File: src/rtl/xnor_stream_decoder.sv
// xnor_stream_decoder
// Recovers plaintext from a frame of XNOR-encoded words by XNOR-ing each word
// with a per-frame Galois LFSR key stream, and buffers results in a 2-entry FIFO.
//
// Ports:
//   clk, rst_n            clock, asynchronous active-low reset
//   start, seed, len      frame request (sampled in IDLE only), initial key, word count
//   in_valid/in_ready     encoded word stream handshake, in_data carries the word
//   out_valid/out_ready   decoded word stream handshake, out_data/out_last from FIFO head
//   busy                  frame in progress (RUN or DRAIN)
//   done                  one-cycle pulse once a frame has fully left the block
module xnor_stream_decoder #(
  parameter int unsigned       WIDTH = 16,
  parameter logic [WIDTH-1:0]  TAPS  = 16'hB400
) (
  input  logic             clk,
  input  logic             rst_n,
  input  logic             start,
  input  logic [WIDTH-1:0] seed,
  input  logic [7:0]       len,
  input  logic             in_valid,
  input  logic [WIDTH-1:0] in_data,
  output logic             in_ready,
  output logic             out_valid,
  output logic [WIDTH-1:0] out_data,
  output logic             out_last,
  input  logic             out_ready,
  output logic             busy,
  output logic             done
);

  localparam int unsigned DEPTH = 2;
  localparam int unsigned CNT_W = 2;

  typedef enum logic [1:0] {
    IDLE  = 2'd0,
    RUN   = 2'd1,
    DRAIN = 2'd2
  } state_t;

  typedef struct packed {
    logic             last;
    logic [WIDTH-1:0] data;
  } entry_t;

  state_t           state;
  logic [WIDTH-1:0] key;
  logic [WIDTH-1:0] key_next;
  logic [WIDTH-1:0] plain;
  logic [7:0]       remaining;

  entry_t           mem [DEPTH];
  logic             rd_ptr;
  logic             wr_ptr;
  logic [CNT_W-1:0] count;
  logic [CNT_W-1:0] count_next;
  logic             push;
  logic             pop;

  // Handshakes and datapath; in_ready depends on registered state only.
  assign in_ready  = (state == RUN) && (count < CNT_W'(DEPTH));
  assign out_valid = (count != '0);
  assign push      = in_valid && in_ready;
  assign pop       = out_valid && out_ready;
  assign out_data  = mem[rd_ptr].data;
  assign out_last  = mem[rd_ptr].last;
  assign plain     = ~(in_data ^ key);
  assign key_next  = (key >> 1) ^ (key[0] ? TAPS : '0);

  // Occupancy after this edge; push and pop together leave it unchanged.
  always_comb begin
    count_next = count;
    case ({push, pop})
      2'b10:   count_next = count + CNT_W'(1);
      2'b01:   count_next = count - CNT_W'(1);
      default: count_next = count;
    endcase
  end

  // Frame control: key stream, word countdown, busy/done.
  always_ff @(posedge clk or negedge rst_n) begin
    if (!rst_n) begin
      state     <= IDLE;
      key       <= WIDTH'(1);
      remaining <= '0;
      busy      <= 1'b0;
      done      <= 1'b0;
    end else begin
      done <= 1'b0;
      case (state)
        IDLE: begin
          if (start) begin
            // Zero seed would lock the LFSR at zero.
            key       <= (seed == '0) ? WIDTH'(1) : seed;
            remaining <= len;
            if (len != '0) begin
              state <= RUN;
              busy  <= 1'b1;
            end else begin
              done <= 1'b1;
            end
          end
        end
        RUN: begin
          if (push) begin
            key       <= key_next;
            remaining <= remaining - 8'd1;
            if (remaining == 8'd1) begin
              state <= DRAIN;
            end
          end
        end
        DRAIN: begin
          if (count_next == '0) begin
            state <= IDLE;
            busy  <= 1'b0;
            done  <= 1'b1;
          end
        end
        default: begin
          state <= IDLE;
          busy  <= 1'b0;
        end
      endcase
    end
  end

  // 2-entry output FIFO.
  always_ff @(posedge clk or negedge rst_n) begin
    if (!rst_n) begin
      for (int i = 0; i < DEPTH; i++) begin
        mem[i] <= '0;
      end
      rd_ptr <= 1'b0;
      wr_ptr <= 1'b0;
      count  <= '0;
    end else begin
      if (push) begin
        mem[wr_ptr] <= '{last: (remaining == 8'd1), data: plain};
        wr_ptr      <= ~wr_ptr;
      end
      if (pop) begin
        rd_ptr <= ~rd_ptr;
      end
      count <= count_next;
    end
  end

endmodule

File: config.mk
export PLATFORM = sky130hd
export DESIGN_NAME = xnor_stream_decoder
export DESIGN_NICKNAME = d
export VERILOG_FILES = /design/src/rtl/xnor_stream_decoder.sv
export SDC_FILE = /design/constraint.sdc
export NUM_CORES = 1
export LEC_CHECK = 0
export BUFFER_PORTS_ARGS = -buffer_cell sky130_fd_sc_hd__buf_2
export CORE_ASPECT_RATIO = 2
export CORE_MARGIN = 2
export CORE_UTILIZATION = 44
export CTS_BUF_LIST = sky130_fd_sc_hd__clkbuf_2 sky130_fd_sc_hd__clkbuf_4 sky130_fd_sc_hd__clkbuf_8
export CTS_CLUSTER_DIAMETER = 40
export DETAILED_ROUTE_END_ITERATION = 10
export PLACE_DENSITY_LB_ADDON = 0.12
export SETUP_SLACK_MARGIN = 0.15
export SLEW_MARGIN = 10
export SYNTH_ARGS = -nofsm -noshare
export SYNTH_HDL_FRONTEND = slang
export SYNTH_SLANG_ARGS = --single-unit
File: constraint.sdc
create_clock -name clk -period 2 [get_ports clk]
set_input_delay 0.2 -clock clk [delete_from_list [all_inputs] [get_ports clk]]
set_output_delay 0.2 -clock clk [all_outputs]
set_load 0.005 [all_outputs]
==> flow_metrics.env <==
export IMPL_fin_area_sq_um=4230
export IMPL_setup_viol=0
export IMPL_irDropWorstVdd_v=0.00101
export IMPL_clock_sinks=66
export IMPL_top_layer="met4"
export IMPL_timing_final_crit_period_ns=1.83
export IMPL_num_antenna_cells=0
export IMPL_cp_required_ns=2.21
export IMPL_start_util=0.451
export IMPL_p_leak_uw=0.00191
export IMPL_r2r_setup_slack_ns=0.17
export IMPL_vias=2595
export IMPL_m1WireLength_mm=3.05
export IMPL_holdPathEnd="done$_DFF_PN0_"
export IMPL_clock_latency_ns=0.35
export IMPL_drive_gt1_frac=0.404
export IMPL_p_per_area_nw_per_um2=1610
export IMPL_async_reset_ff_frac=1.00
export IMPL_grt_pass1_wl_mm=13.0
export IMPL_fmax_ghz=0.546
export IMPL_syn2layout_area_growth_pct=24.4
export IMPL_overflow=0
export IMPL_fp_dieW_um=66.2
export IMPL_relSlewSlack=0.673
export IMPL_worstHoldStart="start"
export IMPL_synth_edf_count=0
export IMPL_skew_ns=0.00812
export IMPL_syn_nets=362
export IMPL_num_rows=45
export IMPL_netlist_instances=314
export IMPL_synthFlopType="dfrtp_1"
export IMPL_setup_tns_ns=0
export IMPL_drc_errors=0
export IMPL_hold_viol=0
export IMPL_clk_pin_slew_worst_paths_ns=0.07
export IMPL_cts_max_path_buffers=2
export IMPL_grt_pass1_vias=2652
export IMPL_yosysSeqAreaShare=0.486
export IMPL_place_worst_setup_slack_ns=0.108
export IMPL_fin_util=0.561
export IMPL_status="completed"
export IMPL_io_pins=66
export IMPL_finalMaxSlewViolations=0
export IMPL_cts_tree="yes"
export IMPL_drt_initial_drc_count=111
export IMPL_cp_max_fo=5
export IMPL_crit_arrival_ns=2.05
export IMPL_timing_final_crit_share=0.916
export IMPL_post_dp_hpwl_mm=5.69
export IMPL_hp_class="in -> reg"
export IMPL_clockRootBuffer="clkbuf_8"
export IMPL_startpoint_type="flop"
export IMPL_io_buffers=65
export IMPL_nets=439
export IMPL_ys_ff_latch=66
export IMPL_endpoint_kind="flop"
export IMPL_dr_wl_met2_mm=4.37
export IMPL_multi_input_area_sq_um=1700
export IMPL_htreeDepth=3
export IMPL_worst_pin_slew_ns=0.486
export IMPL_cts_buffers=9
export IMPL_regArea_sq_um=1650
export IMPL_drtAntennaViolNets=0
export IMPL_netlist_cell_type_count=41
export IMPL_r2r_cells=7
export IMPL_crit_type="reg -> reg"
export IMPL_layout_common_cells="65 x dfrtp_1, 65 x buf_2, 40 x mux2_2, 35 x nand2_1, 26 x nor2_1"
export IMPL_antenna_found_initial=0
export IMPL_wl_mm=8.01
export IMPL_timing_rr_end="busy$_DFFE_PN0P_"
export IMPL_avgSynthCellArea_sq_um=10.8
export IMPL_p_total_uw=6800
export IMPL_place_area_sq_um=3880
export IMPL_gp_congestion=0.857
export IMPL_reg2reg_from="count[1]$_DFF_PN0_"
export IMPL_die_y_um=128
export IMPL_grt_total_usage=0.206
export IMPL_dr_pass1_iters=6
export IMPL_grt_max_degree=67
export IMPL_wire_per_inst_um=16.3
export IMPL_syn_area_sq_um=3400
export IMPL_holdPathStages=3
export IMPL_yosys_warnings=0
export IMPL_coreArea_sq_um=7540
export IMPL_max_cap_violations=0
export IMPL_rsz0062_at_grt="yes"
export IMPL_die_area_sq_um=8490
export IMPL_fillers=697
export IMPL_layout_setup_ws_ns=0.168
export IMPL_wl_met3_um=331
export IMPL_viasPerCell=5.30
[worst max-delay path, stage by stage (launching register included)]
cell and delay, ns:
dfrtp_1 0.42, or2_4 0.27, and2_4 0.15, ha_4 0.31, nor3b_2 0.23, nor4_2 0.07
o21ai_1 0.13, o221ai_1 0.12
[metal layers]
metal  global-route usage  up-vias
met2                0.358       62
met1                0.231     1263
met4                0.107        0
met3               0.0428       16
li1                     -     1254
met5                    0        -
[logic make-up after synthesis]
| group | share of synthesized area |
|---|---|
| buf+inv | 0.0357 |
| flops | 0.486 |
| fa+ha+maj | 0.0110 |
| simple gates | 0.142 |
| compound gates | 0.0898 |
| mux | 0.171 |
| xor+xnor | 0.0644 |
[layout make-up]
class / count / share of cell area
multi-input combinational: 223 / 0.403
sequential: 66 / 0.391
timing repair buffer: 84 / 0.120
clock buffer: 11 / 0.0343
tap: 94 / 0.0278
clock inverter: 5 / 0.0183
inverter: 7 / 0.00621
[Yosys cell counts (2+ instances only)]
master / n / share of area
a21oi_1: 10 / 0.015
a22oi_1: 4 / 0.0088
a31oi_1: 12 / 0.022
and2_1: 3 / 0.0055
and4_1: 2 / 0.0052
buf_2: 7 / 0.010
buf_4: 3 / 0.0066
clkbuf_1: 7 / 0.0077
dfrtp_1: 65 / 0.48
ha_1: 3 / 0.011
inv_1: 7 / 0.0077
mux2_2: 40 / 0.13
mux2_4: 8 / 0.035
nand2_1: 35 / 0.039
nand2b_1: 3 / 0.0055
nor2_1: 26 / 0.029
nor2b_1: 2 / 0.0037
nor3_1: 4 / 0.0059
nor4_1: 7 / 0.013
nor4bb_1: 2 / 0.0059
o21ai_0: 20 / 0.029
o2bb2ai_1: 2 / 0.0052
xnor2_1: 22 / 0.057
xor2_1: 3 / 0.0077
[metrics by stage]
stage                     hold WS [ns]  cells
after CTS                       0.0819    486
after global routing            0.0972    490
after detailed placement         0.251    468
after floorplan                -0.0956    314
after global placement           0.245    468
final                            0.106    490
[report_power, final]
part           switching, uW  leakage, uW  internal, uW
clock                    515     0.000113           745
combinational           1350      0.00103          1730
sequential               483     0.000773          1980
total                   2350      0.00191          4450
[flip-flops by register name (all words and copies together) (netlist names)]
name / count
state: 2
rd_ptr: 1
mem: 34
busy: 1
done: 1
count: 2
wr_ptr: 1
key: 16
remaining: 8
[how the worst max path moves through the flow]
stage	startpoint	cells past startpoint	to
2_1_floorplan	count[1]$_DFF_PN0_	8	busy$_DFFE_PN0P_
3_3_place_gp	count[1]$_DFF_PN0_	7	busy$_DFFE_PN0P_
5_1_grt	count[1]$_DFF_PN0_	7	busy$_DFFE_PN0P_
4_1_cts	count[1]$_DFF_PN0_	7	busy$_DFFE_PN0P_
6_report	count[1]$_DFF_PN0_	7	busy$_DFFE_PN0P_
3_5_place_dp	count[1]$_DFF_PN0_	7	busy$_DFFE_PN0P_
[timing repair]
action / in CTS / in global routing
setup endpoints to repair: 1 / 46
endpoints found under the hold margin: 65 / 0
pin swaps: 1 / 2
buffers inserted: 1 / 4
gates resized for setup: 6 / 2
hold buffers: 1 / 0
Power figures use the tool's default switching activity.
